<file path="src/rtl/stop_watch_pkg.sv">
// Shared constants for the stopwatch run/stop/lap/clear sequencer.
// The lap feature is compiled in only when STOPWATCH_LAP_EN is defined.
package stop_watch_pkg;

   localparam logic [1:0] IDLE = 2'b00;
   localparam logic [1:0] RUN  = 2'b01;
   localparam logic [1:0] LAP  = 2'b10;
   localparam logic [1:0] STOP = 2'b11;

   localparam int DEB_TICKS_DEF = 20;

   localparam int BTN_START = 0;
   localparam int BTN_LAP   = 1;
   localparam int BTN_CLR   = 2;

endpackage

</file>
<file path="src/rtl/stop_watch_ctrl_btn_debounce.sv">
// One push-button conditioner: 2-FF synchronizer, tick-based debounce counter
// and a one-clk press event on each accepted 0->1 transition.
module btn_debounce #(
   parameter int DEB_TICKS = 20,
   parameter int DEB_W     = 5
) (
   input  logic clk,
   input  logic rst,
   input  logic tick_1k,
   input  logic btn_raw,
   output logic btn_lvl,
   output logic btn_evt
);

   localparam logic [DEB_W-1:0] CNT_LAST = DEB_W'(DEB_TICKS - 1);

   logic             sync1_q, sync2_q;
   logic             lvl_q, lvl_d;
   logic             evt_q, evt_d;
   logic [DEB_W-1:0] cnt_q, cnt_d;

   // The counter only advances while the synced input disagrees with the accepted level.
   always_comb begin
      cnt_d = cnt_q;
      lvl_d = lvl_q;
      evt_d = 1'b0;
      if (sync2_q == lvl_q) begin
         cnt_d = '0;
      end else if (tick_1k) begin
         if (cnt_q == CNT_LAST) begin
            cnt_d = '0;
            lvl_d = sync2_q;
            evt_d = sync2_q;
         end else begin
            cnt_d = cnt_q + 1'b1;
         end
      end
   end

   always_ff @(posedge clk) begin
      if (!rst) begin
         sync1_q <= 1'b0;
         sync2_q <= 1'b0;
         lvl_q   <= 1'b0;
         evt_q   <= 1'b0;
         cnt_q   <= '0;
      end else begin
         sync1_q <= btn_raw;
         sync2_q <= sync1_q;
         lvl_q   <= lvl_d;
         evt_q   <= evt_d;
         cnt_q   <= cnt_d;
      end
   end

   assign btn_lvl = lvl_q;
   assign btn_evt = evt_q;

endmodule

</file>
<file path="src/rtl/stop_watch_ctrl.sv">
// Stopwatch sequencer: debounced buttons drive a 4-state FSM with registered outputs.
// Define STOPWATCH_LAP_EN to build the lap button, LAP state and lap_stb.
module stop_watch_ctrl
   import stop_watch_pkg::*;
#(
   parameter int DEB_TICKS = DEB_TICKS_DEF,
   parameter int DEB_W     = 5
) (
   input  logic       clk,
   input  logic       rst,
   input  logic       tick_1k,
   input  logic       btn_start,
   input  logic       btn_lap,
   input  logic       btn_clr,
   output logic       cnt_en,
   output logic       cnt_clr,
   output logic       lap_stb,
   output logic       disp_hold,
   output logic [1:0] state
);

   logic [2:0] evt;
   logic [2:0] lvl_unused;
   logic [1:0] state_q, state_d;
   logic       cnt_en_q, cnt_clr_q, cnt_clr_d, lap_stb_q, lap_stb_d, disp_hold_q;
   logic       do_clr, do_start, do_lap;

   btn_debounce #(.DEB_TICKS(DEB_TICKS), .DEB_W(DEB_W)) u_deb_start (
      .clk(clk), .rst(rst), .tick_1k(tick_1k), .btn_raw(btn_start),
      .btn_lvl(lvl_unused[BTN_START]), .btn_evt(evt[BTN_START]));

   btn_debounce #(.DEB_TICKS(DEB_TICKS), .DEB_W(DEB_W)) u_deb_clr (
      .clk(clk), .rst(rst), .tick_1k(tick_1k), .btn_raw(btn_clr),
      .btn_lvl(lvl_unused[BTN_CLR]), .btn_evt(evt[BTN_CLR]));

`ifdef STOPWATCH_LAP_EN
   btn_debounce #(.DEB_TICKS(DEB_TICKS), .DEB_W(DEB_W)) u_deb_lap (
      .clk(clk), .rst(rst), .tick_1k(tick_1k), .btn_raw(btn_lap),
      .btn_lvl(lvl_unused[BTN_LAP]), .btn_evt(evt[BTN_LAP]));
`else
   logic unused_btn_lap;
   assign unused_btn_lap       = btn_lap;
   assign evt[BTN_LAP]        = 1'b0;
   assign lvl_unused[BTN_LAP] = 1'b0;
`endif

   // Only the highest-priority event in a clk is seen; lower ones are dropped.
   assign do_clr   = evt[BTN_CLR];
   assign do_start = evt[BTN_START] & ~evt[BTN_CLR];
   assign do_lap   = evt[BTN_LAP] & ~evt[BTN_START] & ~evt[BTN_CLR];

   always_comb begin
      state_d   = state_q;
      cnt_clr_d = 1'b0;
      lap_stb_d = 1'b0;
      case (state_q)
         IDLE: begin
            if (do_clr)        cnt_clr_d = 1'b1;
            else if (do_start) state_d   = RUN;
         end
         RUN: begin
            if (do_start) state_d = STOP;
`ifdef STOPWATCH_LAP_EN
            else if (do_lap) begin
               state_d   = LAP;
               lap_stb_d = 1'b1;
            end
`endif
         end
         LAP: begin
`ifdef STOPWATCH_LAP_EN
            if (do_start)    state_d   = STOP;
            else if (do_lap) lap_stb_d = 1'b1;
`else
            state_d = IDLE;
`endif
         end
         STOP: begin
            if (do_clr) begin
               cnt_clr_d = 1'b1;
               state_d   = IDLE;
            end else if (do_start) begin
               state_d = RUN;
            end
         end
         default: state_d = IDLE;
      endcase
   end

   always_ff @(posedge clk) begin
      if (!rst) begin
         state_q     <= IDLE;
         cnt_en_q    <= 1'b0;
         cnt_clr_q   <= 1'b0;
         lap_stb_q   <= 1'b0;
         disp_hold_q <= 1'b0;
      end else begin
         state_q     <= state_d;
         cnt_en_q    <= (state_d == RUN) || (state_d == LAP);
         cnt_clr_q   <= cnt_clr_d;
         lap_stb_q   <= lap_stb_d;
         disp_hold_q <= (state_d == LAP);
      end
   end

   assign state     = state_q;
   assign cnt_en    = cnt_en_q;
   assign cnt_clr   = cnt_clr_q;
   assign lap_stb   = lap_stb_q;
   assign disp_hold = disp_hold_q;

endmodule

</file>
<file path="config.mk">
export PLATFORM = sky130hd
export DESIGN_NAME = stop_watch_ctrl
export DESIGN_NICKNAME = d
export VERILOG_FILES = /design/src/rtl/stop_watch_pkg.sv /design/src/rtl/stop_watch_ctrl_btn_debounce.sv /design/src/rtl/stop_watch_ctrl.sv
export SDC_FILE = /design/constraint.sdc
export NUM_CORES = 1
export LEC_CHECK = 0
export ABC_AREA = 1
export CORE_UTILIZATION = 55
export DETAILED_ROUTE_END_ITERATION = 8
export GPL_TIMING_DRIVEN = 0
export PLACE_DENSITY = 0.86
export SLEW_MARGIN = 20
export SYNTH_ARGS = -nofsm -noshare
export SYNTH_HDL_FRONTEND = slang
export SYNTH_SLANG_ARGS = --single-unit
</file>
<file path="constraint.sdc">
create_clock -name clk -period 2.9 [get_ports clk]
set_clock_uncertainty 0.1 [all_clocks]
set_input_delay 0.435 -clock clk [delete_from_list [all_inputs] [get_ports clk]]
set_output_delay 0.435 -clock clk [all_outputs]
set_load 0.01 [all_outputs]
</file>
Yosys cells after proc, flatten, opt, wreduce, memory -nomap -nowiden --
Index checks and enable logic that the tools add are counted. W data, S select, Z words.
Cells by class: $add $sub $neg 2, eq/ne operators 9, mux-type cells 8, bitwise logic cells 8, reduce and logical (&&, ||, !) cells 10
Operators by type and width (number):
- $add A5 B1 Y5 const B | 2
- $eq A5 B5 Y1 const B | 2
- $mux W5 | 2
- $mux W2 | 4
- $pmux W2 S4 | 1
- $reduce_or A4 Y1 | 2
- $not A1 Y1 | 7
- $eq A2 B2 Y1 const B | 3
- $reduce_and A3 Y1 | 2
- $reduce_or A2 Y1 | 3
- $eq A2 B1 Y1 const B | 2
- $eq A1 B1 Y1 | 2
- $logic_not A2 Y1 | 1
- $reduce_and A2 Y1 | 1
- $and A1 B1 Y1 | 1
- $logic_or A1 B1 Y1 | 1
- $mux W1 | 1
Storage, ports and cells: flip-flop bits (word level) 23, input port bits 6, output and inout bits 6, word-level logic and storage cells 51

Depth between registers and ports, before layout --
Gate-level depths: netlist of the first run.
word-level depth 7, mapped depth 11, mapped depth without buffers 11

By module --
A second synthesis of the first run with hierarchy kept.
Second synthesis, totals: cell total of the unflattened synthesis 145, area total of the unflattened synthesis 1164.9 um2
By module, submodules not included:
- btn_debounce | times used 2, cells each 54, area each 437.9 um2, sequential area each 180.2 um2
- stop_watch_ctrl | times used 1, cells each 37, area each 289.0 um2, sequential area each 100.1 um2

Least setup slack after synthesis of the first run --
No wires, ideal clock.
path kind register to register, start point register state_q[0], in the netlist state[0], end point register cnt_en_q, in the netlist cnt_en, library setup time 0.117 ns, arrival 1.263 ns, data required time 2.683 ns, slack 1.420 ns, cell stages (with the launch flop) 11, path buffers 0, period minus slack after synthesis 1.480 ns, path through dfxtp_1 > inv_1 > ha_1 > inv_1 > nand2_1 > nand2_1 > nand2_1 > nand2_1 > inv_1 > ha_1 > nor2_1
Between the ends: elaborated cells on any way between the ends 12, those cells by class 5 x eq/ne; 5 x mux; 2 x reduce/logical
RTL lines:
- start: declaration | RTL line stop_watch_ctrl.sv:24 | logic [1:0] state_q, state_d;
- start signal: assignment | RTL line stop_watch_ctrl.sv:98 | state_q <= state_d;
- $eq A2 B2 Y1, or another cell as far along | RTL line stop_watch_ctrl.sv:56 | case (state_q)
- $pmux W2 S4 * | RTL line stop_watch_ctrl.sv:56
- via state_d[1] | RTL line stop_watch_ctrl.sv:24
- $eq A2 B1 Y1 or $eq A2 B2 Y1 (tied branches) | RTL line stop_watch_ctrl.sv:99 | cnt_en_q <= (state_d == RUN) || (state_d == LAP);
- $logic_or A1 B1 Y1 * | RTL line stop_watch_ctrl.sv:99
- end signal: assignment | RTL line stop_watch_ctrl.sv:99
- end: declaration | RTL line stop_watch_ctrl.sv:25 | logic cnt_en_q, cnt_clr_q, cnt_clr_d, lap_stb_q, lap_stb_d, disp_hold_q;
The timed path passes the listed nets; every way through them passes the cells marked *. A chain may end at the register's enable or synchronous reset.

Final worst setup path of the first run --
start point register state_q[0], in the netlist state[0], end point output state[0]
RTL lines:
- end: declaration | RTL line stop_watch_ctrl.sv:19 | output logic [1:0] state
No word-level cell between the ends.

==> out/results.txt, run 1 <==
total chip power: 0.0004891 W
HPWL Detailed: 1.300 mm
Resize count post-CTS: 0
ys async rst share: 0
fraction of the yosys area taken by sequential cells: 0.4365
top post-synthesis cells by area: sky130_fd_sc_hd__dfxtp_1 (44%), sky130_fd_sc_hd__nand2_1 (12%), sky130_fd_sc_hd__inv_1 (7.8%), sky130_fd_sc_hd__ha_1 (7.1%), sky130_fd_sc_hd__nor2_1 (5.7%)
Setup CP Type: reg -> out
placer congestion estimate: 0.8130
part of the power in combinational logic: 0.046
Area growth, synth to finish: 12.22%
share of total power in sequential cells: 0.656
detailed-routing wirelength on met1: 779 um
Required @ worst endpoint: 2.37 ns
final cycle utilization of the critical path: 0.6210
minimum clock period after layout: 1.801 ns
number of instances in the synthesized netlist: 135
flop and latch count out of synthesis: 23
area of the multi-input gates: 479.2 um^2
Arrival @ worst endpoint: 1.27 ns
CTS Sinks: 23
worst slack after detailed placement: 1.344 ns
outcome: complete, no violations
worst-path cell chain: clkdlybuf4s50_1
# setup viols final: 0
highest fanout seen on the critical path: 4
relative contribution of the clock network to total power: 0.298
startpoint of the most critical hold path: rst
final wirelength: 1.636 mm
Rows: 15
area share of the largest cell type after synthesis: 0.4365
share of total power consumed by net switching: 0.2224
maximum capacitance violations: 0
fraction of final layout cells sized beyond drive strength 1: 0.1301
detailed-route via count: 792
CTS tree: yes
clock buffer depth: 2
pwr/cell area: 413.2 mW/mm^2
Ys Warns: 0
overall die width: 45.79 um
cell type with the highest aggregate area in the netlist: sky130_fd_sc_hd__dfxtp_1
crit start category: flop
met3 wire len: 39 um
Initial Util: 0.5979
CP endpoint kind: primary output
fill cell total of the finished layout: 157
number of synthesized flops with an enable pin: 0
netlist area before placement: 0.001055 mm^2
via count of the first global-routing pass: 693
syn avg cell area: 7.813 um^2
crit path launch: state[0]$_SDFF_PN0_
Buffers on Ports: 7
number of buffers and inverters on the critical path: 1
ranking of synthesized cells by instance count: sky130_fd_sc_hd__nand2_1 (33), sky130_fd_sc_hd__dfxtp_1 (23), sky130_fd_sc_hd__inv_1 (22)
max incr delay on CP: 0.56 ns
cell at the slowest stage of the critical path: sky130_fd_sc_hd__clkdlybuf4s50_1
wire length of the first global-routing pass: 2.711 mm
total congestion overflow: 0
RSZ-0062 raised after global routing: false
final setup margin: 1.099 ns
final count of hold timing violations: 0
distinct cell type count after synthesis: 22
routed length on met2: 805 um
Root Driver: sky130_fd_sc_hd__clkbuf_4
net switching power: 0.0001088 W
Fin Setup TNS: 0 ns
Die Y-Extent: 45.79 um
post-detailed-route count of antenna-violating nets: 0
Reg2Reg Launch Point: state[0]$_SDFF_PN0_
GRT Overall Usage: 0.1855
number of iterations in the first detailed-routing pass: 3
insertion delay of the later-clocked pin in the worst-skew pair: 0.31 ns
Std-Cell Core Area: 0.001764 mm^2
setup fix buffers added after clock tree synthesis: 0
H-Tree Level Count: 1
Top delay family on crit path: buffers and inverters
ys flop type: sky130_fd_sc_hd__dfxtp_1
initial antenna violation count: 0
die outline area: 0.002097 mm^2
max-slew violation total from the final report: 0
Total Nets Final: 159
most numerous cell in the Yosys netlist: sky130_fd_sc_hd__nand2_1
largest net degree at the start of global routing: 14
worst hold path class: in -> reg
CTS Hold Buffers Added: 0
drt via density: 4.632
top layer reached by signal wires: met4
Worst-path clk slew: 0.12 ns
cell-internal power: 0.0003803 W
# diodes: 0
Top-Level Pins: 12
Max Freq: 555.3 MHz
footprint of the flip-flops and latches: 460.4 um^2
total leakage power: 0.5563 nW
number of buffers created by CTS: 3
Net Count, Synth: 147
Max VDD drop: 332.6 uV
average wire per cell in the routed design: 9.567 um
DRC viols: 0
starting DRC count in detailed routing: 6
==> worst paths after layout <==
check	endpoint	slack, ns	cells past startpoint
setup reg to reg	cnt_en$_SDFF_PN0_	1.32	10
setup / recovery	state[0]	1.10	1
hold reg to reg	u_deb_clr.sync2_q$_SDFF_PN0_	0.34	2
hold / removal	u_deb_start.sync1_q$_SDFF_PN0_	0.28	3
==> per-stage QoR <==
stage | area, um^2 | std cells | util | hold slack [ns]
detailed placement | 1156 | 167 | 0.6553 | 0.3085
finish | 1184 | 171 | 0.6709 | 0.2773
floorplan | 1055 | 135 | - | 0.2905
global placement | 1156 | 167 | 0.6553 | 0.2967
global route | 1184 | 171 | 0.6709 | 0.2558
CTS | 1184 | 171 | 0.6709 | 0.2638
==> logic make-up (layout without fill, tap and decap cells) <==
group	count (synthesis)	after routing	share of synthesized area
flip-flops	23	23	0.4365
other	1	1	0.003555
AND/OR/NAND/NOR	67	67	0.2942
AO/OA/AOI/OAI	6	6	0.03559
adder cells (fa/ha/maj)	6	6	0.07117
XOR/XNOR	6	6	0.04983
buffers and inverters	26	37	0.1091
==> cells in the final DEF (no fill, tap or decap) <==
master / count
sky130_fd_sc_hd__nand2_1: 33
sky130_fd_sc_hd__dfxtp_1: 23
sky130_fd_sc_hd__inv_1: 22
sky130_fd_sc_hd__nor2_1: 16
sky130_fd_sc_hd__clkdlybuf4s50_1: 7
sky130_fd_sc_hd__ha_1: 6
sky130_fd_sc_hd__nand3_1: 5
sky130_fd_sc_hd__a21oi_1: 4
sky130_fd_sc_hd__nor2_2: 3
sky130_fd_sc_hd__xnor2_1: 3
sky130_fd_sc_hd__xor2_1: 3
sky130_fd_sc_hd__clkbuf_4: 3
sky130_fd_sc_hd__buf_4: 2
sky130_fd_sc_hd__nand2_4: 2
sky130_fd_sc_hd__nand4_1: 2
sky130_fd_sc_hd__nand2_2: 2
sky130_fd_sc_hd__a21oi_2: 2
sky130_fd_sc_hd__buf_6: 1
sky130_fd_sc_hd__nand2b_4: 1
sky130_fd_sc_hd__nor3_1: 1
sky130_fd_sc_hd__nand3_2: 1
sky130_fd_sc_hd__inv_4: 1
sky130_fd_sc_hd__or2_1: 1
sky130_fd_sc_hd__conb_1: 1
sky130_fd_sc_hd__clkinv_2: 1
==> metal layers <==
layer / up-vias / track usage
li1: 423 / -
met1: 359 / 0.2069
met2: 8 / 0.3171
met3: 2 / 0.05952
met4: 0 / 0.08824
met5: - / 0
==> layout make-up <==
class	count	share of cell area
sequential	23	0.3890
clock inverter	1	0.004228
buffer	3	0.02220
tap	25	0.02643
inverter	23	0.07505
timing repair buffer	7	0.05920
clock buffer	3	0.01903
multi-input combinational	86	0.4049
==> tightest hold or removal path, delay by kind of cell <==
kind	cells	cell delay, ns
simple gates	1	0.06
buf+inv	2	0.17
==> power groups by stage <==
stage	sequential [W]	clock (W)	combinational (W)
after floorplan	0.000327	0	0.0000166
after CTS	0.000321	0.000152	0.0000224
final	0.000321	0.000146	0.0000223
after global routing	0.000321	0.000168	0.0000245
after global placement	0.000328	0	0.0000213
after detailed placement	0.000328	0	0.0000223
(Power assumes the default switching activity.)
==> inputs of run 2 (changes only) <==
- CORE_UTILIZATION: 55 -> 53
- PLACE_DENSITY: 0.86 -> 0.84
- clock period: 2.9 -> 1.85 ns (I/O delays scaled with it)
==> run 2 against run 1 <==
  * Die area grew 3.6%
  * Worst hold slack got worse by 0.19 ns
  * Critical path type unchanged
  * Critical endpoint unchanged
  * Largest power group unchanged
  * Largest cell class unchanged
  * Setup slack lost 0.90 ns
==> out/results.txt, run 2 (synthesis gave the netlist of run 1 again) <==
Max VDD drop: 595.7 uV (was 332.6 uV)
CP endpoint kind: primary output (unchanged)
drt via density: 4.708 (was 4.632)
die outline area: 0.002172 mm^2 (was 0.002097 mm^2)
final setup margin: 0.1985 ns (was 1.099 ns)
Root Driver: sky130_fd_sc_hd__clkbuf_4 (unchanged)
pwr/cell area: 656.0 mW/mm^2 (was 413.2 mW/mm^2)
CTS Hold Buffers Added: 0 (unchanged)
startpoint of the most critical hold path: rst (unchanged)
outcome: complete, no violations (unchanged)
total leakage power: 0.5563 nW (unchanged)
CTS tree: yes (unchanged)
via count of the first global-routing pass: 703 (was 693)
fraction of final layout cells sized beyond drive strength 1: 0.1301 (unchanged)
Setup CP Type: reg -> out (unchanged)
worst-case reg-to-reg path depth: 10 (unchanged)
crit path launch: state[0]$_SDFF_PN0_ (unchanged)
detailed-route via count: 805 (was 792)
number of buffers created by CTS: 3 (unchanged)
Total Nets Final: 159 (unchanged)
HPWL Detailed: 1.205 mm (was 1.300 mm)
cell at the slowest stage of the critical path: sky130_fd_sc_hd__clkdlybuf4s50_1 (unchanged)
minimum clock period after layout: 1.652 ns
highest fanout seen on the critical path: 4 (unchanged)
H-Tree Level Count: 1 (unchanged)
overall die width: 46.61 um (was 45.79 um)
post-detailed-route count of antenna-violating nets: 0 (unchanged)
starting DRC count in detailed routing: 15 (was 6)
placer congestion estimate: 0.7477 (was 0.8130)
maximum capacitance violations: 0 (unchanged)
Std-Cell Core Area: 0.001802 mm^2 (was 0.001764 mm^2)
setup fix buffers added after clock tree synthesis: 0 (unchanged)
endpoint of the lowest-slack register-to-register path: cnt_en$_SDFF_PN0_ (unchanged)
final wirelength: 1.566 mm (was 1.636 mm)
final count of hold timing violations: 0 (unchanged)
worst hold path class: in -> reg (unchanged)
commonest cells after routing, fill and taps aside: sky130_fd_sc_hd__nand2_1 (33), sky130_fd_sc_hd__dfxtp_1 (23), sky130_fd_sc_hd__inv_1 (22), sky130_fd_sc_hd__nor2_1 (16), sky130_fd_sc_hd__clkdlybuf4s50_1 (7) (unchanged)
# diodes: 0 (unchanged)
slack of the worst reg-to-reg path: 0.26 ns (was 1.32 ns)
final cycle utilization of the critical path: 0.8927
Max Freq: 605.5 MHz
total congestion overflow: 0 (unchanged)
Resize count post-CTS: 0 (unchanged)
Final Hold Slack: 0.08890 ns (was 0.2773 ns)
GRT Overall Usage: 0.1832 (was 0.1855)
Area growth, synth to finish: 12.22% (unchanged)
average wire per cell in the routed design: 9.158 um (was 9.567 um)
Reg2Reg Launch Point: state[0]$_SDFF_PN0_ (unchanged)
worst-path cell chain: clkdlybuf4s50_1 (unchanged)
instance count on the critical path: 1 (unchanged)
CTS Sinks: 23 (unchanged)
RSZ-0062 raised after global routing: false (unchanged)
Required @ worst endpoint: 1.47 ns (was 2.37 ns)
initial antenna violation count: 0 (unchanged)
max-slew violation total from the final report: 0 (unchanged)
wire length of the first global-routing pass: 2.697 mm (was 2.711 mm)
Rows: 15 (unchanged)
Buffers on Ports: 7 (unchanged)
number of buffers and inverters on the critical path: 1 (unchanged)
Arrival @ worst endpoint: 1.27 ns (about the same)
Top-Level Pins: 12 (unchanged)
crit start category: flop (unchanged)
worst slack after detailed placement: 0.2950 ns (was 1.344 ns)
Cell Count Post-Placement: 167 (unchanged)
Cell Count, Final, Fillers Out: 171 (unchanged)
insertion delay of the later-clocked pin in the worst-skew pair: 0.32 ns (was 0.31 ns)
DRC viols: 0 (unchanged)
clock buffer depth: 2 (unchanged)
largest net degree at the start of global routing: 14 (unchanged)
number of iterations in the first detailed-routing pass: 4 (was 3)
Top delay family on crit path: buffers and inverters (unchanged)
capturing instance or port of the critical path: state[0] (unchanged)
Worst-path clk slew: 0.13 ns (was 0.12 ns)
# setup viols final: 0 (unchanged)
max incr delay on CP: 0.55 ns (was 0.56 ns)
Die Y-Extent: 46.61 um (was 45.79 um)
most common cell after layout, fill and taps aside: sky130_fd_sc_hd__nand2_1 (unchanged)
Initial Util: 0.5854 (was 0.5979)
Fin Setup TNS: 0 ns (unchanged)
run 2: cell counts in the layout (fill, tap and decap cells not counted):
Identical to the previous run, type by type.
run 2: layout make-up:
| type | instances | area [um^2] |
|---|---|---|
| Multi-Input combinational cell | 86 | 479.2 |
| Timing Repair Buffer | 7 | 70.07 |
| Buffer | 3 | 26.28 |
| Clock buffer | 3 | 22.52 |
| Fill cell | 163 | 618.1 |
| Clock inverter | 1 | 5.005 |
| Inverter | 23 | 88.84 |
| Tap cell | 25 | 31.28 |
| Sequential cell | 23 | 460.4 |
run 2: power by group:
group / switching [W] / internal, W
Combinational: 0.0000188 / 0.0000153
Clock: 0.000158 / 0.0000812
Sequential: 0.00000277 / 0.000500
run 2: how the worst min path moves through the flow:
stage          slack (ns)                             end  cells past startpoint
2_1_floorplan        0.28    u_deb_clr.sync1_q$_SDFF_PN0_                      2
4_1_cts              0.09  u_deb_start.sync2_q$_SDFF_PN0_                      3
5_1_grt              0.11  u_deb_start.sync1_q$_SDFF_PN0_                      3
3_3_place_gp         0.30  u_deb_start.sync2_q$_SDFF_PN0_                      2
6_report             0.09  u_deb_start.sync2_q$_SDFF_PN0_                      3
3_5_place_dp         0.30    u_deb_clr.sync2_q$_SDFF_PN0_                      2
run 2: per-stage QoR:
step,cell area (um^2),utilization,power (W)
6_report,1184,0.6569,0.0007765
5_1_grt,1184,0.6569,0.0008078
4_1_cts,1184,0.6569,0.0007793
3_5_place_dp,1156,0.6417,0.0005483
3_3_place_gp,1156,0.6417,0.0005473
2_1_floorplan,1055,-,0.0005393
run 2: routing by layer:
metal  global-route usage  vias up  share of wire
li1                     -      421              -
met1               0.2101      370           0.48
met2               0.2972        9           0.46
met3              0.04706        5          0.030
met4               0.1200        0          0.027
met5                    0        -              0
